<file path="src/rtl/jt89_pkg.sv">
// Shared register codes, FSM encoding and byte encoders for the jt89 command sequencer.
package jt89_pkg;

    localparam logic [2:0] REG_TONE0 = 3'b000;
    localparam logic [2:0] REG_VOL0  = 3'b001;
    localparam logic [2:0] REG_TONE1 = 3'b010;
    localparam logic [2:0] REG_VOL1  = 3'b011;
    localparam logic [2:0] REG_TONE2 = 3'b100;
    localparam logic [2:0] REG_VOL2  = 3'b101;
    localparam logic [2:0] REG_NOISE = 3'b110;
    localparam logic [2:0] REG_VOL3  = 3'b111;

    localparam logic [1:0] ST_IDLE = 2'd0;
    localparam logic [1:0] ST_LOAD = 2'd1;
    localparam logic [1:0] ST_STB  = 2'd2;
    localparam logic [1:0] ST_GAP  = 2'd3;

    localparam logic LATCH_PREFIX = 1'b1;

    localparam int unsigned CMD_W = 13;

    typedef struct packed {
        logic [2:0] regc;
        logic [9:0] data;
    } cmd_t;

    function automatic logic is_tone(input logic [2:0] regc);
        return !regc[0] && (regc != REG_NOISE);
    endfunction

    // Noise control only has three meaningful bits; bit 3 of the nibble is forced low.
    function automatic logic [7:0] latch_byte(input logic [2:0] regc, input logic [9:0] data);
        if (regc == REG_NOISE) begin
            return {LATCH_PREFIX, regc, 1'b0, data[2:0]};
        end
        return {LATCH_PREFIX, regc, data[3:0]};
    endfunction

    function automatic logic [7:0] data_byte(input logic [9:0] data);
        return {2'b00, data[9:4]};
    endfunction

endpackage

</file>
<file path="src/rtl/jt89_cmd_fifo.sv">
// Small synchronous FIFO (2**AW entries) with full/empty flags and asynchronous reset.
module jt89_cmd_fifo #(
    parameter int unsigned AW = 2,
    parameter int unsigned DW = 13
) (
    input  logic          clk,
    input  logic          rst,
    input  logic          push,
    input  logic [DW-1:0] wdata,
    input  logic          pop,
    output logic [DW-1:0] rdata,
    output logic          full,
    output logic          empty
);

    localparam int unsigned DEPTH = 1 << AW;

    logic [DW-1:0] mem_q [DEPTH];
    logic [AW-1:0] wr_ptr_q;
    logic [AW-1:0] rd_ptr_q;
    logic [AW:0]   cnt_q;
    logic          wr_en;
    logic          rd_en;

    assign full  = (cnt_q == (AW + 1)'(DEPTH));
    assign empty = (cnt_q == '0);
    assign wr_en = push && !full;
    assign rd_en = pop && !empty;
    assign rdata = mem_q[rd_ptr_q];

    always_ff @(posedge clk) begin
        if (wr_en) begin
            mem_q[wr_ptr_q] <= wdata;
        end
    end

    always_ff @(posedge clk or posedge rst) begin
        if (rst) begin
            wr_ptr_q <= '0;
            rd_ptr_q <= '0;
            cnt_q    <= '0;
        end else begin
            if (wr_en) begin
                wr_ptr_q <= wr_ptr_q + AW'(1);
            end
            if (rd_en) begin
                rd_ptr_q <= rd_ptr_q + AW'(1);
            end
            case ({wr_en, rd_en})
                2'b10:   cnt_q <= cnt_q + (AW + 1)'(1);
                2'b01:   cnt_q <= cnt_q - (AW + 1)'(1);
                default: cnt_q <= cnt_q;
            endcase
        end
    end

endmodule

</file>
<file path="src/rtl/jt89_cmd.sv">
// Encodes register requests into SN76489 latch/data bytes and strobes them onto wr_n/dout.
// Optional redundant-write suppression is enabled with JT89_CMD_DEDUP_EN.
module jt89_cmd
    import jt89_pkg::*;
#(
    parameter int unsigned FIFO_AW = 2,
    parameter int unsigned WR_LEN  = 2,
    parameter int unsigned GAP_LEN = 2
) (
    input  logic       clk,
    input  logic       rst,
    input  logic       clk_en,
    input  logic       req_valid,
    output logic       req_ready,
    input  logic [2:0] req_reg,
    input  logic [9:0] req_data,
    output logic       wr_n,
    output logic [7:0] dout,
    output logic       busy
);

    localparam int unsigned CNT_MAX = (WR_LEN > GAP_LEN) ? WR_LEN : GAP_LEN;
    localparam int unsigned CNT_W   = (CNT_MAX > 1) ? $clog2(CNT_MAX) : 1;

    logic             push;
    logic             pop;
    logic             fifo_full;
    logic             fifo_empty;
    logic [CMD_W-1:0] fifo_rdata;

    logic [1:0]       state_q, state_d;
    logic [CNT_W-1:0] cnt_q, cnt_d;
    logic             wr_n_q, wr_n_d;
    logic [7:0]       dout_q, dout_d;
    logic [7:0]       byte1_q, byte1_d;
    logic             two_q, two_d;
    cmd_t             ent_q, ent_d;

    logic [7:0]       byte0;
    logic [7:0]       byte1;
    logic             two;
    logic             skip;

    assign push      = req_valid && !fifo_full;
    assign req_ready = !fifo_full;
    assign busy      = !fifo_empty || (state_q != ST_IDLE);
    assign wr_n      = wr_n_q;
    assign dout      = dout_q;

    jt89_cmd_fifo #(
        .AW (FIFO_AW),
        .DW (CMD_W)
    ) u_fifo (
        .clk   (clk),
        .rst   (rst),
        .push  (push),
        .wdata ({req_reg, req_data}),
        .pop   (pop),
        .rdata (fifo_rdata),
        .full  (fifo_full),
        .empty (fifo_empty)
    );

`ifdef JT89_CMD_DEDUP_EN
    // Index 3 of the tone shadow is never used: code 110 is noise, not a tone.
    logic [9:0] tone_sh_q [4];
    logic [3:0] vol_sh_q  [4];
    logic [1:0] ch;

    assign ch = ent_q.regc[2:1];

    always_ff @(posedge clk or posedge rst) begin
        if (rst) begin
            for (int i = 0; i < 4; i++) begin
                tone_sh_q[i] <= 10'h000;
                vol_sh_q[i]  <= 4'hF;
            end
        end else if (clk_en && (state_q == ST_LOAD)) begin
            if (is_tone(ent_q.regc)) begin
                tone_sh_q[ch] <= ent_q.data;
            end else if (ent_q.regc[0]) begin
                vol_sh_q[ch] <= ent_q.data[3:0];
            end
        end
    end
`endif

    always_comb begin
        byte0 = latch_byte(ent_q.regc, ent_q.data);
        byte1 = data_byte(ent_q.data);
        two   = is_tone(ent_q.regc);
        skip  = 1'b0;
`ifdef JT89_CMD_DEDUP_EN
        if (is_tone(ent_q.regc)) begin
            if (ent_q.data == tone_sh_q[ch]) begin
                skip = 1'b1;
            end else if (ent_q.data[9:4] == tone_sh_q[ch][9:4]) begin
                two = 1'b0;
            end
        end else if (ent_q.regc[0]) begin
            skip = (ent_q.data[3:0] == vol_sh_q[ch]);
        end
`endif
    end

    always_comb begin
        state_d = state_q;
        cnt_d   = cnt_q;
        wr_n_d  = wr_n_q;
        dout_d  = dout_q;
        byte1_d = byte1_q;
        two_d   = two_q;
        ent_d   = ent_q;
        pop     = 1'b0;
        if (clk_en) begin
            case (state_q)
                ST_IDLE: begin
                    if (!fifo_empty) begin
                        pop     = 1'b1;
                        ent_d   = cmd_t'(fifo_rdata);
                        state_d = ST_LOAD;
                    end
                end
                ST_LOAD: begin
                    if (skip) begin
                        state_d = ST_IDLE;
                    end else begin
                        state_d = ST_STB;
                        wr_n_d  = 1'b0;
                        dout_d  = byte0;
                        byte1_d = byte1;
                        two_d   = two;
                        cnt_d   = '0;
                    end
                end
                ST_STB: begin
                    if (cnt_q == CNT_W'(WR_LEN - 1)) begin
                        state_d = ST_GAP;
                        wr_n_d  = 1'b1;
                        cnt_d   = '0;
                    end else begin
                        cnt_d = cnt_q + CNT_W'(1);
                    end
                end
                ST_GAP: begin
                    if (cnt_q == CNT_W'(GAP_LEN - 1)) begin
                        cnt_d = '0;
                        if (two_q) begin
                            state_d = ST_STB;
                            wr_n_d  = 1'b0;
                            dout_d  = byte1_q;
                            two_d   = 1'b0;
                        end else if (!fifo_empty) begin
                            // Chain straight into the next request without an IDLE cycle.
                            pop     = 1'b1;
                            ent_d   = cmd_t'(fifo_rdata);
                            state_d = ST_LOAD;
                        end else begin
                            state_d = ST_IDLE;
                        end
                    end else begin
                        cnt_d = cnt_q + CNT_W'(1);
                    end
                end
                default: state_d = ST_IDLE;
            endcase
        end
    end

    always_ff @(posedge clk or posedge rst) begin
        if (rst) begin
            state_q <= ST_IDLE;
            cnt_q   <= '0;
            wr_n_q  <= 1'b1;
            dout_q  <= 8'h00;
            byte1_q <= 8'h00;
            two_q   <= 1'b0;
            ent_q   <= '0;
        end else begin
            state_q <= state_d;
            cnt_q   <= cnt_d;
            wr_n_q  <= wr_n_d;
            dout_q  <= dout_d;
            byte1_q <= byte1_d;
            two_q   <= two_d;
            ent_q   <= ent_d;
        end
    end

endmodule
</file>
<file path="config.mk">
export PLATFORM = sky130hd
export DESIGN_NAME = jt89_cmd
export DESIGN_NICKNAME = d
export VERILOG_FILES = /design/src/rtl/jt89_pkg.sv /design/src/rtl/jt89_cmd_fifo.sv /design/src/rtl/jt89_cmd.sv
export SDC_FILE = /design/constraint.sdc
export NUM_CORES = 1
export LEC_CHECK = 0
export ABC_AREA = 0
export BUFFER_PORTS_ARGS = -buffer_cell sky130_fd_sc_hd__buf_2
export CAP_MARGIN = 40
export CORE_UTILIZATION = 59
export CTS_BUF_LIST = sky130_fd_sc_hd__clkbuf_16
export CTS_CLUSTER_SIZE = 24
export DETAILED_ROUTE_END_ITERATION = 8
export PLACE_DENSITY = 0.79
export SLEW_MARGIN = 20
export SYNTH_ARGS = -nofsm -noshare
export SYNTH_HDL_FRONTEND = slang
export SYNTH_SLANG_ARGS = --single-unit
export TNS_END_PERCENT = 5
</file>
<file path="constraint.sdc">
create_clock -name clk -period 2.55 [get_ports clk]
set_clock_uncertainty 0.05 [all_clocks]
set_input_delay 0.3825 -clock clk [delete_from_list [all_inputs] [get_ports clk]]
set_output_delay 0.3825 -clock clk [all_outputs]
set_load 0.005 [all_outputs]
</file>
; ---- Yosys cells after proc, flatten, opt, wreduce, memory -nomap -nowiden
; Memories as Yosys holds them, arrays and structs flattened.
; Cells that the tools add are included.
; W data, S select, Z words.
[op_classes]
add_sub_neg = 5
n_reduce_logical = 24
mux = 32
n_eq_ne = 13
[op_table]
columns = cell, n
row1 = $mux W13, 3
row2 = $mux W8, 4
row3 = $pmux W13 S2, 1
row4 = $pmux W8 S2, 1
row5 = $mux W1, 13
row6 = $reduce_and A4 Y1, 3
row7 = $ne A2 B2 Y1 const B, 5
row8 = $reduce_bool A2 Y1, 5
row9 = $mux W2, 4
row10 = $pmux W2 S4, 1
row11 = $eq A2 B2 Y1 const B, 3
row12 = $eq A3 B3 Y1 const B, 2
row13 = $pmux W1 S2, 3
row14 = $pmux W3 S2, 1
row15 = $reduce_and A5 Y1, 1
row16 = $add A2 B1 Y2 const B, 2
row17 = $eq A2 B1 Y1 const B, 2
row18 = $logic_and A1 B1 Y1, 4
row19 = $reduce_and A2 Y1, 2
row20 = $add A3 B1 Y3 const B, 1
row21 = $logic_not A1 Y1, 3
row22 = $logic_not A3 Y1, 1
row23 = $ne A3 B3 Y1 const B, 1
row24 = $pmux W1 S3, 1
row25 = other kinds (7), 7
[totals]
out_inout_bits = 11
n_memories = 1
elab_cells = 86
in_bits = 17
mem_bits_rw = 52
reg_bits = 39
[memory_table]
columns = name, words, word_bits, rd, rd_clocked_by_memory_dff, wr, line
row1 = u_fifo.mem_q, 4, 13, 1, 0, 1, jt89_cmd_fifo.sv:18  ; logic [DW-1:0] mem_q [DEPTH];

; ---- Logic depth before layout (Yosys ltp)
; Gate-level depths: netlist of the first run.
[logic_depth]
ltp_word = 9
ltp_mapped = 10
mapped_depth_nobuf = 10

; ---- By module
; From an unflattened synthesis of the first run, not the netlist that was laid out.
[unflattened]
hier_cells = 223
hier_area_um2 = 3898.7
[modules_own_cells]
columns = mod, seq_area_each_um2, n_inst, area_each_um2, cells_each
row1 = jt89_cmd_fifo, 1736.7, 1, 2338.5, 106
row2 = jt89_cmd, 802.0, 1, 1560.2, 117

; ---- Worst setup path before layout of the first run
; No wires, ideal clock.
[synth_timing]
path_kind = reg-to-reg
startpoint = reg state_q[0]
endpoint = reg u_fifo.cnt_q[2]
path_buffers = 0
path_slack_ns = 0.326
setup_time_ns = 0.079
period_less_slack_ns = 2.224
required_time_ns = 2.421
path_stages_with_launch = 11
arrival_ns = 2.094
path_cell_list = dfrtp_1 > inv_1 > ha_1 > nor2b_1 > o211a_1 > ha_1 > inv_1 > fa_1 > xor2_1 > nor2_1 > xor2_1
[synth_between]
elab_chain_len = 6
word_cells_on_any_way = 9
classes_between = eq/ne: 3 / mux: 3 / reduce/logical: 3
[synth_rtl]
columns = item, line
row1 = from (decl), jt89_cmd.sv:31  ; logic [1:0] state_q, state_d;
row2 = from (signal assigned), jt89_cmd.sv:180  ; state_q <= state_d;
row3 = $eq A2 B2 Y1 or $logic_not A2 Y1 (tied branches), jt89_cmd.sv:116  ; case (state_q)
row4 = $pmux W1 S2 *, jt89_cmd.sv:116
row5 = $mux W1 *, jt89_cmd.sv:115  ; if (clk_en) begin
row6 = $logic_and A1 B1 Y1 *, jt89_cmd_fifo.sv:28  ; assign rd_en = pop && !empty;
row7 = named net u_fifo.rd_en, jt89_cmd_fifo.sv:23  ; logic rd_en;
row8 = $eq A2 B1 Y1 or $eq A2 B2 Y1 (tied branches), jt89_cmd_fifo.sv:49  ; case ({wr_en, rd_en})
row9 = $pmux W3 S2 or $reduce_bool A2 Y1 (tied branches), n/a
row10 = to (signal assigned), jt89_cmd_fifo.sv:50  ; 2'b10: cnt_q <= cnt_q + (AW + 1)'(1);
row11 = to (signal assigned), jt89_cmd_fifo.sv:51  ; 2'b01: cnt_q <= cnt_q - (AW + 1)'(1);
row12 = to (signal assigned), jt89_cmd_fifo.sv:52  ; default: cnt_q <= cnt_q;
row13 = to (decl), jt89_cmd_fifo.sv:21  ; logic [AW:0] cnt_q;
; The timed path passes the listed nets; every way through them passes the cells marked *.
; A chain may end at the register's enable or synchronous reset.

; ---- Worst setup path after layout of the first run
[layout_timing]
startpoint = reg state_q[1]
endpoint = reg u_fifo.cnt_q[2]
; The elaborated chain is that of the path after synthesis.

==> results of run 1 <==
==> sequential cells by signal, summed over array words and instances, names as in the netlist <==
| name | count |
|---|---|
| u_fifo.rd_ptr_q | 2 |
| u_fifo.cnt_q | 3 |
| dout | 8 |
| u_fifo.wr_ptr_q | 2 |
| cnt_q | 1 |
| ent_q | 7 |
| byte1 | 6 |
| state_q | 2 |
| wr_n | 1 |
| byte1_q | 6 |
| two_q | 1 |
| u_fifo.mem_q | 52 |
==> synth_stat cells, types with 2 or more instances <==
cell / n / share of area (%)
sky130_fd_sc_hd__ha_1: 10 / 3.2
sky130_fd_sc_hd__mux2_2: 22 / 6.3
sky130_fd_sc_hd__nor2_1: 2 / 0.19
sky130_fd_sc_hd__and3_1: 6 / 0.96
sky130_fd_sc_hd__clkbuf_1: 2 / 0.19
sky130_fd_sc_hd__mux2_4: 10 / 3.8
sky130_fd_sc_hd__nor2b_1: 4 / 0.64
sky130_fd_sc_hd__dfrtp_1: 38 / 24
sky130_fd_sc_hd__o2111ai_1: 2 / 0.45
sky130_fd_sc_hd__a31oi_1: 3 / 0.48
sky130_fd_sc_hd__edfxtp_1: 52 / 40
sky130_fd_sc_hd__a21oi_1: 3 / 0.38
sky130_fd_sc_hd__inv_1: 14 / 1.3
sky130_fd_sc_hd__mux2i_1: 2 / 0.51
sky130_fd_sc_hd__buf_6: 2 / 0.58
sky130_fd_sc_hd__buf_2: 2 / 0.26
sky130_fd_sc_hd__xor2_1: 3 / 0.67
sky130_fd_sc_hd__xnor2_1: 3 / 0.67
sky130_fd_sc_hd__mux4_1: 13 / 8.7
sky130_fd_sc_hd__a41oi_1: 2 / 0.45
==> critical path, stage by stage, from the launching register on <==
cell and delay (ps):
sky130_fd_sc_hd__dfrtp_1 410, sky130_fd_sc_hd__inv_1 150, sky130_fd_sc_hd__ha_1 260, sky130_fd_sc_hd__nor2b_2 160, sky130_fd_sc_hd__o211a_1 210, sky130_fd_sc_hd__ha_1 190
sky130_fd_sc_hd__inv_1 60, sky130_fd_sc_hd__fa_1 370, sky130_fd_sc_hd__xor2_1 150, sky130_fd_sc_hd__nor2_1 120, sky130_fd_sc_hd__xor2_1 150
==> stage by stage <==
stage	cells	area [um^2]	hold slack [ps]	total power [mW]	util (%)
5_1_grt	333	4430	165	5.86	69.3
4_1_cts	333	4420	127	5.61	69.2
3_3_place_gp	317	4090	431	4.05	64.1
2_1_floorplan	218	3910	421	3.73	-
3_5_place_dp	317	4090	435	4.13	64.1
6_report	333	4430	111	5.57	69.3
==> cell usage in the layout (no fill, tap or decap), types with 2 or more instances in the layout <==
master                      netlist  final
sky130_fd_sc_hd__a21oi_1          3      3
sky130_fd_sc_hd__dfrtp_1         38     37
sky130_fd_sc_hd__bufinv_16        0      2
sky130_fd_sc_hd__buf_2            2     27
sky130_fd_sc_hd__ha_1            10     10
sky130_fd_sc_hd__nor2_1           2      2
sky130_fd_sc_hd__inv_1           14     14
sky130_fd_sc_hd__mux2_4          10     10
sky130_fd_sc_hd__nor2b_1          4      3
sky130_fd_sc_hd__buf_4            0      3
sky130_fd_sc_hd__xor2_1           3      3
sky130_fd_sc_hd__mux2_2          22     22
sky130_fd_sc_hd__inv_6            0      3
sky130_fd_sc_hd__a41oi_1          2      2
sky130_fd_sc_hd__mux4_1          13     13
sky130_fd_sc_hd__xnor2_1          3      3
sky130_fd_sc_hd__mux2i_1          2      2
sky130_fd_sc_hd__and3_1           6      6
sky130_fd_sc_hd__o2111ai_1        2      2
sky130_fd_sc_hd__a31oi_1          3      3
sky130_fd_sc_hd__edfxtp_1        52     52
sky130_fd_sc_hd__clkbuf_16        0      9
==> where the power goes <==
| group | total (mW) | switching (mW) | internal (mW) |
|---|---|---|---|
| Sequential | 2.38 | 0.298 | 2.08 |
| Clock | 1.44 | 0.569 | 0.874 |
| Combinational | 1.75 | 0.783 | 0.967 |
| Total | 5.57 | 1.65 | 3.92 |
==> area by class of cell <==
class	instances	area share, %
clock buffers	9	5.09
clock inverters	7	2.32
inverters	14	1.19
multi-input cells	105	28.3
flip-flops and latches	91	57.4
well taps	77	2.18
repair buffers	30	3.56
==> metal layers <==
metal / up-vias / track usage (%) / part of all wire [%]
met5: - / 0 / 0
met4: 0 / 10.3 / 1.7
met3: 8 / 2.98 / 2.1
met2: 40 / 33.7 / 52
met1: 1001 / 26.8 / 45
li1: 909 / - / -
==> kinds of logic (layout without fill, tap and decap cells) <==
family | Yosys count | after routing | synth area share (%)
AO/OA/AOI/OAI | 19 | 19 | 3.59
AND/OR/NAND/NOR | 22 | 22 | 3.88
adder cells (fa/ha/maj) | 11 | 11 | 3.72
buffers and inverters | 22 | 60 | 3.01
XOR/XNOR | 6 | 6 | 1.35
multiplexers | 47 | 47 | 19.4
flip-flops | 91 | 91 | 65.0
==> worst min-delay path by stage <==
stage / start / endpoint / slack (ps) / cells after the start
after floorplan: byte1_q[3] / byte1_q[3] / 420 / 1
after global placement: byte1_q[3] / byte1_q[3] / 430 / 1
after detailed placement: byte1_q[3] / byte1_q[3] / 440 / 1
after CTS: rst / u_fifo.wr_ptr_q[1] / 130 / 3
after global routing: rst / u_fifo.wr_ptr_q[1] / 170 / 3
final: rst / u_fifo.wr_ptr_q[1] / 110 / 3
==> results.txt, run 1 <==
- After layout, the worst path uses between 90% and 100% of the clock period.
* Average instance area after synthesis: around 18 um^2
* Via Count: 1958
- Setup crit end kind: register
* Post-cts hold buffer count: 0
* Avg Vias per Cell: a little under 6
* Number of nets in the layout: 279
* Fill cell count: 402
* Wire length per cell: 19.1 um
* Data arrival time of the worst path: 2560 ps
* Unrepaired setup endpoints after global routing: false
* Worst-case reg-to-reg path depth: 10
- Master cell of the clock root buffer: sky130_fd_sc_hd__clkbuf_16
* Count of buffers inserted at the top-level ports: 27
- The count of nets left with antenna violations once routing finished came out at 0.
* Clock Sinks: 91
- Worst r2r dst: u_fifo.cnt_q[2]
- The die is 83.4 um tall.
* Count of distinct cell types in the synthesized netlist: 43
- At the later pin of the worst-skew pair, clock insertion delay measures 330 ps.
* Initial antenna violation count: 0
- The final number of hold-violating endpoints was 0.
- The clock passes through at most 2 buffers.
- Area taken by flip-flops and latches: 2540 um^2
- Overflow left after global routing: 0
- Status: completed
* Post-DP HPWL: 3990 um
- First-pass detailed-route iteration total: 4
- Along the worst path, the maximum fanout reaches 5.
- The worst hold path belongs to the class in -> async.
* Max-slew violation total from the final report: 0
- Post-CTS timing repair inserted 0 buffers for setup.
- In the final timing run, aggregate negative setup slack is 0 ps.
* Shortest period the worst path allows: 2340 ps
- Synthesis produced a netlist whose cell count is 218.
- 28 I/O pins were placed.
- Relative slew slack: 52.2%
- Max-cap violations in this run came to 0.
- The congestion estimate from routability-driven global placement came to 0.732.
* Critical R2R Launch: state_q[1]
- Slack of the critical path: 206 ps
- IR analysis of the VDD net gives a maximum drop of 0.783 mV.
* Post-synth ARST share: between 40% and 50%
* Max Freq: between 400 and 500 MHz
- Top FF cell, synth: sky130_fd_sc_hd__edfxtp_1
* Critical Path Start Type: register
- In this run, synthesis produced a sequential element count of 91.
* Core region area: between 6000 and 7000 um^2
* Static power due to leakage: 1.82 nW
- The number of gates resized after CTS was 0.
- Count of antenna diodes in the layout: 0
* Critical path launch point: state_q[1]
* Synth Cell Area: 3900 um^2
* Seq/Total Area, Yosys: 65.0%
- Number of DRC violations after detailed-routing iteration 0: 84
- Post-Route WL: 6350 um
- After floorplanning, the core was divided into 29 placement rows.
* Total track usage: between 20% and 30%
- Pin slew with the least headroom to its limit: ~700 ps
- Summing all multi-input logic gate instances after layout gives 1250 um^2.
- H-tree level count: 3
* Number of nets in the synthesized netlist: 246
- Final number of setup-violating endpoints: 0
- Share of final-layout standard cells stronger than drive strength 1: approximately 34%
* Power density over the cells: 1260 nW/um^2
* First-pass GRT wire length: 10400 um
* Flop2flop setup slack: roughly 210 ps
- Setup slack at placement: 148 ps
- Syn. warnings: 0
- Following the worst setup path forward leads to its endpoint at u_fifo.cnt_q[2].
- Count of unresolved DRC violations after routing: 0
- Critical path start-end classification: reg -> reg
- Clock tree synthesis inserted a total of 9 buffers.
- From left edge to right edge, the die measures 83.4 um.
- Initial core utilization: 61.1%
* Critical path required time: 2760 ps
- Relative to the synthesized area, the layout overhead comes to 13.3%.
* Clock-pin slew on the worst setup and hold paths: 70 ps
- The number of global-route vias before repair was 2022.
- The die covers 6950 um^2.
* Clock tree from TritonCTS: done
- Entering global routing, the biggest net connects 40 pins.
- The synthesized design contains 52 enable-type register cells.
Note: power is estimated with default switching activity, not from simulation.
==> inputs of run 2 (changes only) <==
Settings changed: CORE_UTILIZATION 59 to 60, PLACE_DENSITY 0.79 to 0.8.
Clock period 2.55 ns to 3.02 ns, I/O delays scaled along.
==> results.txt, run 2 (synthesis gave the netlist of run 1 again) <==
* Status: completed (unchanged)
- The register with the most flip-flops is u_fifo.mem_q (unchanged).
- Via Count: 1917 (was 1958)
* Avg Vias per Cell: 5.77 (was 5.88)
- Number of DRC violations after detailed-routing iteration 0: 87 (was 84)
- Crit-path max FO: 5 (unchanged)
- The full die area was 6840 um^2 (was 6950 um^2).
- The number of global-route vias before repair was 1776 (was 2022).
* NetSw: 1.38 mW (was 1.65 mW)
- The initial antenna violation count came to 0 (unchanged).
- The level count of the clock H-tree is 3 (unchanged).
* Placed instance area: 4090 um^2 (about the same)
- Number of nets in the layout: 278 (was 279)
* Proportion of power drawn by flip-flops and latches: 45.3% (was 42.7%)
- Cts repair resizes: 0 (unchanged)
- Wire length per cell: 17.5 um (was 19.1 um)
- The proportion of layout cells with a drive suffix above 1 came to 32.9% (was 34.0%).
* Master cell of the clock root buffer: sky130_fd_sc_hd__clkbuf_16 (unchanged)
- TritonCTS buffer count: 9 (unchanged)
- The CTS clock-pin slew for the worst setup and hold paths came to 70 ps (about the same).
- The endpoint required time on the critical path was 3230 ps (was 2760 ps).
- The length of routed met3 wiring was 149 um (was 133 um).
* Post-CTS Setup Repair Bufs: 0 (unchanged)
* Slowest stage cell on the critical path: sky130_fd_sc_hd__dfrtp_1 (unchanged)
- Width of the die: 82.7 um (was 83.4 um)
- Setup crit end kind: register (unchanged)
- The total I/O pin count is 28 (unchanged).
- The number of maximum-capacitance violations came to 0 (unchanged).
* Total track usage: 19.5% (was 20.5%)
- Wire length on met2: 2830 um (was 3270 um)
- Final hold violations: 0 (unchanged)
* Post-Route WL: 5810 um (was 6350 um)
- Max Freq: 416 MHz (was 427 MHz)
- The leakage power total came to 1.80 nW (was 1.82 nW).
* Routed met1 length: 2710 um (was 2840 um)
- Max-slew violation total from the final report: 0 (unchanged)
* Post-DP HPWL: 3790 um (was 3990 um)
- Shortest period the worst path allows: 2410 ps (was 2340 ps)
- Total negative slack for setup checks: 0 ps (unchanged)
- Peak supply drop: 0.663 mV (was 0.783 mV)
- The largest net degree at the start of global routing was 40 (unchanged).
- Unrepaired setup endpoints after global routing: false (unchanged)
- The detailed-route DRC error count was 0 (unchanged).
- The start of the worst register-to-register path is state_q[1] (unchanged).
* Leading cell type in the layout, fill and taps excluded: sky130_fd_sc_hd__edfxtp_1 (unchanged)
* Final weighted congestion in routability-driven placement: 0.793 (was 0.732)
- Crit path cell chain: inv_1 -> ha_1 -> nor2b_1 -> o211a_1 -> ha_1 -> inv_1 -> fa_1 -> xor2_1 -> nor2_1 -> xor2_1 (was inv_1 -> ha_1 -> nor2b_2 -> o211a_1 -> ha_1 -> inv_1 -> fa_1 -> xor2_1 -> nor2_1 -> xor2_1)
* First-pass GRT wire length: 9000 um (was 10400 um)
- Die height: 82.7 um (was 83.4 um)
- Critical path launch point: state_q[1] (unchanged)
* Critical Path Max Stage Delay: 420 ps (was 410 ps)
- The remaining max-slew budget at the tightest pin is 50.4% (was 52.2%).
- Top library cells by usage in the layout, fill and taps aside: 52 x sky130_fd_sc_hd__edfxtp_1, 38 x sky130_fd_sc_hd__dfrtp_1, 27 x sky130_fd_sc_hd__buf_2, 22 x sky130_fd_sc_hd__mux2_2, 14 x sky130_fd_sc_hd__inv_1 (was 52 x sky130_fd_sc_hd__edfxtp_1, 37 x sky130_fd_sc_hd__dfrtp_1, 27 x sky130_fd_sc_hd__buf_2, 22 x sky130_fd_sc_hd__mux2_2, 14 x sky130_fd_sc_hd__inv_1)
* Post-cts hold buffer count: 0 (unchanged)
* Critical Path Start Type: register (unchanged)
- The final number of setup-violating endpoints is 0 (unchanged).
- The actual slew at the worst max-slew pin was 744 ps (was 717 ps).
- Max reg flops: 52 (unchanged)
- Std cell rows: 29 (unchanged)
- Maximum buffer depth of the clock tree: 2 (unchanged)
- First-pass detailed-route iteration total: 4 (unchanged)
- Clock Sinks: 91 (unchanged)
- Tightest Hold Check Type: in -> async (unchanged)
- The uppermost metal layer occupied by signal nets is met4 (unchanged).
* Layout area overhead: 12.2% (was 13.3%)
* Final Cycle Share: 79.7% (was 91.9%)
- The effective utilization at floorplan came to 61.9% (was 61.1%).
- Power density over the cells: 1030 nW/um^2 (was 1260 nW/um^2)
* Clock tree from TritonCTS: done (unchanged)
- Critical path start-end classification: reg -> reg (unchanged)
- The remaining global-route overflow was 0 (unchanged).
* Portion of total power attributed to combinational logic: 30.5% (was 31.4%)
- The design area came to 4380 um^2 (was 4430 um^2).
- Core region area: 6310 um^2 (was 6390 um^2)
* Clk_lat worst skew: 350 ps (was 330 ps)
* Post-detailed-route count of antenna-violating nets: 0 (unchanged)
- The design internal power came to 3.14 mW (was 3.92 mW).
- Count of antenna diodes in the layout: 0 (unchanged)
- The switching power share of the total came to 30.6% (was 29.6%).
- Data arrival time of the worst path: 2620 ps (was 2560 ps)
- Count of buffers inserted at the top-level ports: 27 (unchanged)
* Fraction of power consumed by the clock network: 24.2% (was 25.9%)
## run 2: worst paths after layout
| path | to | slack (ps) | depth (start not counted) |
|---|---|---|---|
| hold / removal | u_fifo.wr_ptr_q[0] | 150 | 3 |
| max in group asynchronous | wr_n | 2400 | 3 |
| setup reg to reg | u_fifo.cnt_q[2] | 610 | 10 |
| hold reg to reg | dout[5] | 450 | 1 |
| setup / recovery | u_fifo.cnt_q[2] | 610 | 10 |
| min in group clk | u_fifo.mem_q[1][2] | 270 | 1 |
## run 2: worst max-delay path, delay by kind of cell (launching register included)
family,cells,cell delay (ps)
adder cells (fa/ha/maj),3,800
flip-flops,1,420
AND/OR/NAND/NOR,2,320
XOR/XNOR,2,300
buffers and inverters,2,220
AO/OA/AOI/OAI,1,220
## run 2: layout make-up
cell class / instances / area [um^2]
Clock inverter: 7 / 71.3
Sequential cell: 91 / 2540
Tap cell: 77 / 96.3
Multi-Input combinational cell: 105 / 1250
Timing Repair Buffer: 29 / 150
Inverter: 14 / 52.6
Fill cell: 419 / 1930
Clock buffer: 9 / 225
## run 2: through the flow
step	hold WS, ps	utilization, %	std cells	setup slack (ps)	power (mW)
6_report	155	69.4	332	614	4.52
5_1_grt	224	69.4	332	425	4.79
4_1_cts	175	69.4	332	627	4.57
3_5_place_dp	438	64.7	316	641	3.47
3_3_place_gp	434	64.7	316	714	3.41
2_1_floorplan	421	-	218	796	3.15
## run 2: routing by layer
layer	vias to the layer above	track usage, %
li1	911	-
met1	959	24.5
met2	36	30.9
met3	11	5.27
met4	0	10.9
met5	-	0
## run 2: power by group through the flow
stage / sequential, mW / combinational, mW / clock [mW]
after floorplan: 1.93 / 1.21 / 0
after global placement: 2.05 / 1.35 / 0
after detailed placement: 2.08 / 1.39 / 0
after CTS: 2.05 / 1.40 / 1.12
after global routing: 2.10 / 1.52 / 1.16
final: 2.05 / 1.38 / 1.09
